`config.mk`:
```
export PLATFORM = sky130hd
export DESIGN_NAME = pmp_chk_arb
export DESIGN_NICKNAME = d
export VERILOG_FILES = /design/src/rtl/pmp_chk_arb.sv
export SDC_FILE = /design/constraint.sdc
export NUM_CORES = 1
export LEC_CHECK = 0
export ABC_CLOCK_PERIOD_IN_PS = 4900
export CAP_MARGIN = 20
export CORE_ASPECT_RATIO = 2
export CORE_MARGIN = 2
export CORE_UTILIZATION = 44
export CTS_CLUSTER_DIAMETER = 120
export DETAILED_ROUTE_END_ITERATION = 8
export GPL_TIMING_DRIVEN = 0
export PLACE_DENSITY = 0.87
export SLEW_MARGIN = 40
export SYNTH_ARGS = -nofsm -noshare
export SYNTH_HDL_FRONTEND = slang
export SYNTH_SLANG_ARGS = --single-unit
export TNS_END_PERCENT = 30
```
`constraint.sdc`:
```
create_clock -name clk -period 4.9 [get_ports clk]
set_input_delay 1.225 -clock clk [delete_from_list [all_inputs] [get_ports clk]]
set_output_delay 1.225 -clock clk [all_outputs]
set_load 0.01 [all_outputs]
```
`src/rtl/pmp_chk_arb.sv`:
```
// Shares one pmp_compare among REQ_NUM requesters with round-robin grant.
// The checker re-runs when PMP CSRs change, captures the first denial and counts denials.
module pmp_chk_arb #(
    parameter int  REQ_NUM    = 3,
    parameter int  ADDR_WIDTH = 32,
    parameter int  ID_WIDTH   = 4,
    parameter int  CNT_WIDTH  = 16,
    localparam int SRC_W      = $clog2(REQ_NUM)
) (
    input  logic                               clk,
    input  logic                               rst_n,
    input  logic [REQ_NUM-1:0]                 v_req_vld,
    output logic [REQ_NUM-1:0]                 v_req_rdy,
    input  logic [REQ_NUM-1:0][ADDR_WIDTH-1:0] v_req_addr,
    input  logic [REQ_NUM-1:0][1:0]            v_req_mode,
    input  logic [REQ_NUM-1:0][ID_WIDTH-1:0]   v_req_id,
    output logic [ADDR_WIDTH-1:0]              chk_addr,
    output logic [1:0]                         chk_mode,
    input  logic                               chk_pass,
    input  logic                               cfg_update,
    output logic                               rsp_vld,
    input  logic                               rsp_rdy,
    output logic                               rsp_pass,
    output logic [ID_WIDTH-1:0]                rsp_id,
    output logic [SRC_W-1:0]                   rsp_src,
    output logic                               fault_vld,
    output logic [ADDR_WIDTH-1:0]              fault_addr,
    output logic [1:0]                         fault_mode,
    output logic [SRC_W-1:0]                   fault_src,
    input  logic                               fault_clr,
    output logic [CNT_WIDTH-1:0]               deny_cnt
);
    typedef enum logic [1:0] {IDLE, CHK, RESP} state_t;

    typedef struct packed {
        logic [ADDR_WIDTH-1:0] addr;
        logic [1:0]            mode;
        logic [ID_WIDTH-1:0]   id;
        logic [SRC_W-1:0]      src;
    } hold_t;

    state_t           state;
    hold_t            hold;
    logic [SRC_W-1:0] rr_ptr;
    logic [SRC_W-1:0] gnt_src;
    logic             gnt_any;
    logic             gnt_fire;
    logic             rsp_hs;
    logic             deny_hs;

    // rsp_vld is high for the whole RESP state, so the handshake needs only rsp_rdy
    assign rsp_hs   = (state == RESP) && rsp_rdy;
    assign deny_hs  = rsp_hs && !rsp_pass;
    assign gnt_fire = rst_n && gnt_any && ((state == IDLE) || rsp_hs);

    // First valid requester at or above rr_ptr, otherwise first valid below it
    always_comb begin
        gnt_any = 1'b0;
        gnt_src = '0;
        for (int i = 0; i < REQ_NUM; i++) begin
            if (!gnt_any && v_req_vld[i] && (SRC_W'(i) >= rr_ptr)) begin
                gnt_any = 1'b1;
                gnt_src = SRC_W'(i);
            end
        end
        for (int i = 0; i < REQ_NUM; i++) begin
            if (!gnt_any && v_req_vld[i]) begin
                gnt_any = 1'b1;
                gnt_src = SRC_W'(i);
            end
        end
    end

    always_comb begin
        v_req_rdy = '0;
        for (int i = 0; i < REQ_NUM; i++)
            v_req_rdy[i] = gnt_fire && (gnt_src == SRC_W'(i));
    end

    assign chk_addr = hold.addr;
    assign chk_mode = hold.mode;
    assign rsp_id   = hold.id;
    assign rsp_src  = hold.src;

    always_ff @(posedge clk) begin
        if (!rst_n) begin
            state      <= IDLE;
            hold       <= '0;
            rr_ptr     <= '0;
            rsp_vld    <= 1'b0;
            rsp_pass   <= 1'b0;
            fault_vld  <= 1'b0;
            fault_addr <= '0;
            fault_mode <= '0;
            fault_src  <= '0;
            deny_cnt   <= '0;
        end else begin
            if (gnt_fire) begin
                hold   <= {v_req_addr[gnt_src], v_req_mode[gnt_src], v_req_id[gnt_src], gnt_src};
                rr_ptr <= (gnt_src == SRC_W'(REQ_NUM - 1)) ? '0 : gnt_src + 1'b1;
            end

            case (state)
                IDLE: if (gnt_fire) state <= CHK;
                // A CSR write during the check invalidates the sample; look again next cycle
                CHK: if (!cfg_update) begin
                    rsp_pass <= chk_pass && (hold.mode != 2'b00);
                    rsp_vld  <= 1'b1;
                    state    <= RESP;
                end
                RESP: if (rsp_rdy) begin
                    rsp_vld <= 1'b0;
                    state   <= gnt_fire ? CHK : IDLE;
                end else if (cfg_update) begin
                    rsp_vld <= 1'b0;
                    state   <= CHK;
                end
                default: state <= IDLE;
            endcase

            if (deny_hs && (!fault_vld || fault_clr)) begin
                fault_vld  <= 1'b1;
                fault_addr <= hold.addr;
                fault_mode <= hold.mode;
                fault_src  <= hold.src;
            end else if (fault_clr) begin
                fault_vld <= 1'b0;
            end

            if (deny_hs && (deny_cnt != '1))
                deny_cnt <= deny_cnt + 1'b1;
        end
    end

    // Requesters must hold their request stable until accepted
    for (genvar g = 0; g < REQ_NUM; g++) begin : g_req_hold
        a_req_hold: assert property (@(posedge clk) disable iff (!rst_n)
            (v_req_vld[g] && !v_req_rdy[g]) |=> (v_req_vld[g] && $stable(v_req_addr[g])
                && $stable(v_req_mode[g]) && $stable(v_req_id[g])));
    end

endmodule

```
==> flow_summary.ini, run 1 <==
[synthesis]
syn_avg_cell_area_um2 = 8.72
synthCells = 510
synth_nets = 634
ys_seq_area_frac = 0.446
yosysWarnings = 0
synth.distinct_cells = 47
synth.top_cells.by_count = 107 x nand2_1, 99 x dfxtp_1, 51 x a21oi_1
synth.most_common_cell = nand2_1
synthFlopType = dfxtp_1
yosys.area.top_type_share = 0.446
synth_edf_count = 0
yosys.area.top_type = dfxtp_1
ys_async_sr_fraction = 0
ys_top_cells_by_area = dfxtp_1 45%, mux2i_1 9.2%, nand2_1 9.0%
syn_area_um2 = 4450
ys_seq_elements = 99

[global_routing]
grt_max_degree = 18
grt_pass1_wl_um = 23600
antenna_found_initial = 0
grt-ovfl-total = 0
grt_pass1_vias = 4684
grt_use_total = 0.280

[worst_setup_path]
cp-endpoint = v_req_rdy[2]
ff2ff_setup_slack_ns = 2.95
r2r-end = chk_addr[27]$_SDFFE_PN0P_
critical_path_peak_fanout = 10
max_stage_delay_ns = 0.56
cp_common_cell = clkdlybuf4s50_1
cp.depth = 8
cp.arrival_ns = 3.51
cp.required_ns = 3.67
critPathTopFamily = buffers and inverters
criticalPathCategory = in -> out
critical_path.cell_chain = clkdlybuf4s50_1 > nor2_1 > o31ai_1 > or3_1 > clkbuf_1 > buf_2 > inv_1 > clkdlybuf4s50_1
reg2reg_depth = 6
r2r_start = state[1]$_SDFFE_PN0P_
worstSetupStartpointType = input port
path_buf_inv = 5
cp-end-kind = output port
critPathSlowestCell = clkdlybuf4s50_1
startpoint = v_req_vld[0]

[power_and_ir_drop]
p_sw_frac = 0.257
finalPower_mw = 2.07
switching_power_mw = 0.534
seq_power_share = 0.433
leakage_nw = 2.66
power.density_nw_per_um2 = 290
p_int_mw = 1.54
clock_power_share = 0.370
vdd_drop_max_mv = 0.190
comb_power_share = 0.197

[cts]
cts_max_level = 3
clk_path_buf_depth = 2
cts_tree = yes
cts_buffers = 9
clk_latency_ns = 0.34
cts_root_buffer = clkbuf_16
cts_sinks = 99
cts.hold.buffers_added = 0
post_cts_resized = 0
path_clk_slew_ns = 0.06
postCtsSetupBuffers = 0

[floorplanning]
ios = 221
die-area_um2 = 11000
fp.coreArea_um2 = 9950
initial_utilization = 0.447
std_cell_rows = 52
die_h_um = 146
die_x_um = 75.1

[sta]
tightest_slew_ns = 0.621
max_freq_mhz = 211
max_slew_margin = 0.586
setup_ws_ns = 0.168
period_minus_slack_ns = 4.73
slew_violations = 0
fin_skew_ns = 0.00701
setup_tns_ns = 0
rsz0062_at_grt = false
setup_violations = 0
holdWs_ns = 0.452
period_share = 0.966
hold_viol = 0

[detailed_routing]
drc_errors = 0
routedWlPerCell_um = 17.4
first_pass_iters = 7
vias = 4747
avgViaCountPerCell = 5.39
drt_wl_total_um = 15300
drt_first_iter_violations = 287
antenna_left = 0

[job]
drv_cap = 0

[worst_hold_path]
worstHoldPathType = reg -> reg
holdPathStages = 2

[final_layout]
stdcell_area_um2 = 7140
nets = 865
nFillCells = 790
drive_gt1_frac = 0.0724
syn_to_final_growth_pct = 60.6
diodes = 0

[placement]
dp_hpwl_um = 11600
pre_cts_ws_ns = 0.200
place_area_um2 = 6820
routabilityCongestion = 0.825
port_buffers = 220

[outcome]
run_status = complete, no violations
==> area by class of cell <==
| cell class | count | area [um^2] | area share |
|---|---|---|---|
| timing repair buffer | 220 | 2200 | 0.308 |
| multi-input combinational | 348 | 2170 | 0.304 |
| sequential | 99 | 1980 | 0.277 |
| clock buffer | 9 | 225 | 0.0315 |
| buffer | 36 | 196 | 0.0275 |
| tap | 135 | 169 | 0.0236 |
| inverter | 27 | 101 | 0.0142 |
| clock inverter | 7 | 98.8 | 0.0138 |
==> cell usage in the layout, fill, tap and decap left out, types with 2 or more instances in the layout <==
master	instances
nor4_2	2
o21a_1	2
buf_2	10
clkinv_2	2
nand2b_1	4
buf_6	3
o221ai_1	13
nor3_1	6
nand3_1	5
nor2b_1	5
nor4_1	2
nor3_2	2
nand2_1	107
bufinv_16	2
o21ai_0	17
o211ai_1	2
nor3b_1	3
o21ai_1	9
clkbuf_1	15
a21oi_1	51
or4_1	4
dfxtp_1	99
mux2i_1	41
nor2_1	9
nand4_1	6
o31ai_1	5
inv_1	26
clkdlybuf4s50_1	220
clkbuf_16	9
o221ai_2	8
inv_6	2
o31a_1	2
buf_4	7
and3_1	4
or3_1	5
and4_1	4
a32oi_1	17
==> power groups by stage <==
stage	Combinational, mW	Clock (mW)	Sequential [mW]
final	0.410	0.768	0.898
after global routing	0.438	0.816	0.903
after CTS	0.410	0.780	0.898
after global placement	0.401	0	0.914
after floorplan	0.144	0	0.926
after detailed placement	0.407	0	0.915
==> routing by layer <==
metal / part of all wire / GRT usage
met5: 0 / 0
met3: 0.099 / 0.0876
met2: 0.50 / 0.462
met4: 0.020 / 0.105
met1: 0.38 / 0.329
==> registers in the layout (all words and copies together), names as in the netlist <==
signal,count
chk_addr,32
chk_mode,2
deny_cnt,16
fault_addr,32
fault_mode,2
fault_src,2
fault_vld,1
rr_ptr,2
rsp_id,4
rsp_pass,1
rsp_src,2
rsp_vld,1
state,2
==> worst reg2reg max path: cells and delay by family (launching register included) <==
| family | cells | cell delay [ns] |
|---|---|---|
| and+or+nand+nor | 2 | 0.44 |
| AOI/OAI and AO/OA | 2 | 0.30 |
| buffers and inverters | 2 | 0.78 |
| DFF | 1 | 0.37 |
==> stage by stage <==
step / instances / util
floorplan: 510 / -
global placement: 865 / 0.685
detailed placement: 865 / 0.685
CTS: 881 / 0.718
global route: 881 / 0.718
finish: 881 / 0.718
==> how the worst min path moves through the flow <==
stage                                      from                     endpoint  slack [ns]
global route        fault_addr[24]$_SDFFE_PN0P_  fault_addr[24]$_SDFFE_PN0P_        0.47
floorplan                rr_ptr[1]$_SDFFE_PN0P_       rr_ptr[1]$_SDFFE_PN0P_        0.47
CTS                  fault_addr[6]$_SDFFE_PN0P_   fault_addr[6]$_SDFFE_PN0P_        0.46
global placement     fault_mode[1]$_SDFFE_PN0P_   fault_mode[1]$_SDFFE_PN0P_        0.44
finish               fault_addr[6]$_SDFFE_PN0P_   fault_addr[6]$_SDFFE_PN0P_        0.45
detailed placement  fault_addr[30]$_SDFFE_PN0P_  fault_addr[30]$_SDFFE_PN0P_        0.45
==> cell families (layout without fill, tap and decap cells) <==
group | count (synthesis) | in the layout | synth area share
fa+ha+maj | 1 | 1 | 0.00281
simple gates | 173 | 173 | 0.187
buf+inv | 63 | 299 | 0.0669
compound gates | 133 | 133 | 0.205
mux | 41 | 41 | 0.0923
flops | 99 | 99 | 0.446
Note: power is estimated with default switching activity, not from simulation.
==> inputs of run 2 (changes only) <==
--- a/config.mk
+++ b/config.mk
@@ -14,7 +14,6 @@
 export DETAILED_ROUTE_END_ITERATION = 8
 export GPL_TIMING_DRIVEN = 0
 export PLACE_DENSITY = 0.87
-export SLEW_MARGIN = 40
 export SYNTH_ARGS = -nofsm -noshare
 export SYNTH_HDL_FRONTEND = slang
 export SYNTH_SLANG_ARGS = --single-unit
==> results of run 2 <==
No change in the layout: final DEF, timing and power equal those of run 1.
==> inputs of run 3 (changes only) <==
--- a/config.mk
+++ b/config.mk
@@ -14,6 +14,7 @@
 export DETAILED_ROUTE_END_ITERATION = 8
 export GPL_TIMING_DRIVEN = 0
 export PLACE_DENSITY = 0.87
+export RECOVER_POWER = 25
 export SYNTH_ARGS = -nofsm -noshare
 export SYNTH_HDL_FRONTEND = slang
 export SYNTH_SLANG_ARGS = --single-unit
==> flow_summary.ini, run 3 (same netlist as run 1, synthesis figures left out) <==
[global_routing]
antenna_found_initial = 0
grt-ovfl-total = 0
grt_pass1_wl_um = 23600
grt_pass1_vias = 4684
grt_max_degree = 18
grt_use_total = 0.280

[floorplanning]
die_h_um = 146
ios = 221
std_cell_rows = 52
fp.coreArea_um2 = 9950
die_x_um = 75.1
initial_utilization = 0.447
die-area_um2 = 11000

[detailed_routing]
drt_wl_total_um = 15300
drc_errors = 0
drt_first_iter_violations = 304
m1WireLength_um = 5640
met3_length_um = 1620
first_pass_iters = 7
antenna_left = 0
vias = 4781
topRoutingLayerUsed = met4
route.met2.wl_um = 7640
avgViaCountPerCell = 5.43
routedWlPerCell_um = 17.3

[cts]
clk_latency_ns = 0.35
path_clk_slew_ns = 0.06
post_cts_resized = 0
clk_path_buf_depth = 2
cts_root_buffer = clkbuf_16
cts_tree = yes
postCtsSetupBuffers = 0
cts_max_level = 3
cts.hold.buffers_added = 0
cts_buffers = 9
cts_sinks = 99

[power_and_ir_drop]
power.density_nw_per_um2 = 290
leakage_nw = 2.80
vdd_drop_max_mv = 0.192
finalPower_mw = 2.07

[final_layout]
nFillCells = 790
syn_to_final_growth_pct = 60.5
nets = 865
layout_commonest_cell = clkdlybuf4s50_1
diodes = 0
drive_gt1_frac = 0.0684
final_cell_mix = 175 x clkdlybuf4s50_1, 107 x nand2_1, 99 x dfxtp_1
post-route-util = 0.717

[worst_setup_path]
cp-endpoint = v_req_rdy[2]
cp-end-kind = output port
criticalPathCategory = in -> out
r2r-end = fault_addr[21]$_SDFFE_PN0P_
cp.required_ns = 3.67
max_stage_delay_ns = 0.56
worstSetupStartpointType = input port
startpoint = v_req_vld[0]
critical_path_peak_fanout = 10
critical_path.cell_chain = clkdlybuf4s50_1 > nor2_1 > o31ai_1 > or3_1 > clkbuf_1 > buf_2 > inv_1 > clkdlybuf4s50_1
critPathSlowestCell = clkdlybuf4s50_1
ff2ff_setup_slack_ns = 2.86
reg2reg_depth = 8
r2r_start = state[0]$_SDFFE_PN0P_
cp.arrival_ns = 3.50
cp_common_cell = clkdlybuf4s50_1

[sta]
hold_viol = 0
max_slew_margin = 0.588
holdWs_ns = 0.449
tightest_slew_ns = 0.618
fin_skew_ns = 0.00980
setup_tns_ns = 0
setup_violations = 0
rsz0062_at_grt = false
period_share = 0.964
slew_violations = 0
period_minus_slack_ns = 4.72
max_freq_mhz = 212

[worst_hold_path]
worstHoldPathType = reg -> reg

[outcome]
run_status = complete, no violations

[placement]
port_buffers = 220
routabilityCongestion = 0.825
dp_hpwl_um = 11600

[job]
drv_cap = 0
[run 3: changes by cell type in the layout (fill, tap and decap cells not counted)]
cell             before  now
clkdlybuf4s50_1     220  175
clkbuf_1             15   16
and4bb_1              0    1
inv_1                26   27
dlygate4sd3_1         0   45
and4bb_2              1    0
inv_2                 1    0
buf_4                 7    6
[run 3: worst min path at each step]
stage / startpoint / end / slack [ns] / cells after the start
finish: fault_addr[6]$_SDFFE_PN0P_ / fault_addr[6]$_SDFFE_PN0P_ / 0.45 / 2
global route: fault_addr[24]$_SDFFE_PN0P_ / fault_addr[24]$_SDFFE_PN0P_ / 0.47 / 2
CTS: fault_addr[6]$_SDFFE_PN0P_ / fault_addr[6]$_SDFFE_PN0P_ / 0.46 / 2
detailed placement: fault_addr[30]$_SDFFE_PN0P_ / fault_addr[30]$_SDFFE_PN0P_ / 0.45 / 2
global placement: fault_mode[1]$_SDFFE_PN0P_ / fault_mode[1]$_SDFFE_PN0P_ / 0.44 / 2
floorplan: rr_ptr[1]$_SDFFE_PN0P_ / rr_ptr[1]$_SDFFE_PN0P_ / 0.47 / 2
[run 3: layout make-up]
type | instances | area, um^2 | share of cell area
buffer | 36 | 193 | 0.0270
multi-input combinational | 348 | 2170 | 0.304
tap | 135 | 169 | 0.0237
timing repair buffer | 220 | 2200 | 0.308
sequential | 99 | 1980 | 0.278
clock buffer | 9 | 225 | 0.0315
inverter | 27 | 101 | 0.0142
clock inverter | 7 | 98.8 | 0.0138
[run 3: critical path: cells and delay by family]
family,cells,cell delay [ns]
buf+inv,5,1.72
compound gates,1,0.31
simple gates,2,0.22
[run 3: stage by stage]
step	area [um^2]	setup slack (ns)	instances
global placement	6820	0.216	865
CTS	7140	0.195	881
floorplan	4450	1.47	510
global route	7140	0.0785	881
detailed placement	6820	0.200	865
finish	7140	0.179	881
[run 3: power by group]
part           switching (mW)  total, mW  internal (mW)  leakage [nW]
sequential             0.0430      0.897          0.854         0.807
combinational           0.176      0.404          0.228          1.83
clock                   0.317      0.770          0.453         0.162
[run 3: routing by layer]
| layer | GRT usage | vias up |
|---|---|---|
| met3 | 0.0876 | 34 |
| li1 | - | 2294 |
| met5 | 0 | - |
| met1 | 0.329 | 2200 |
| met4 | 0.105 | 0 |
| met2 | 0.462 | 253 |
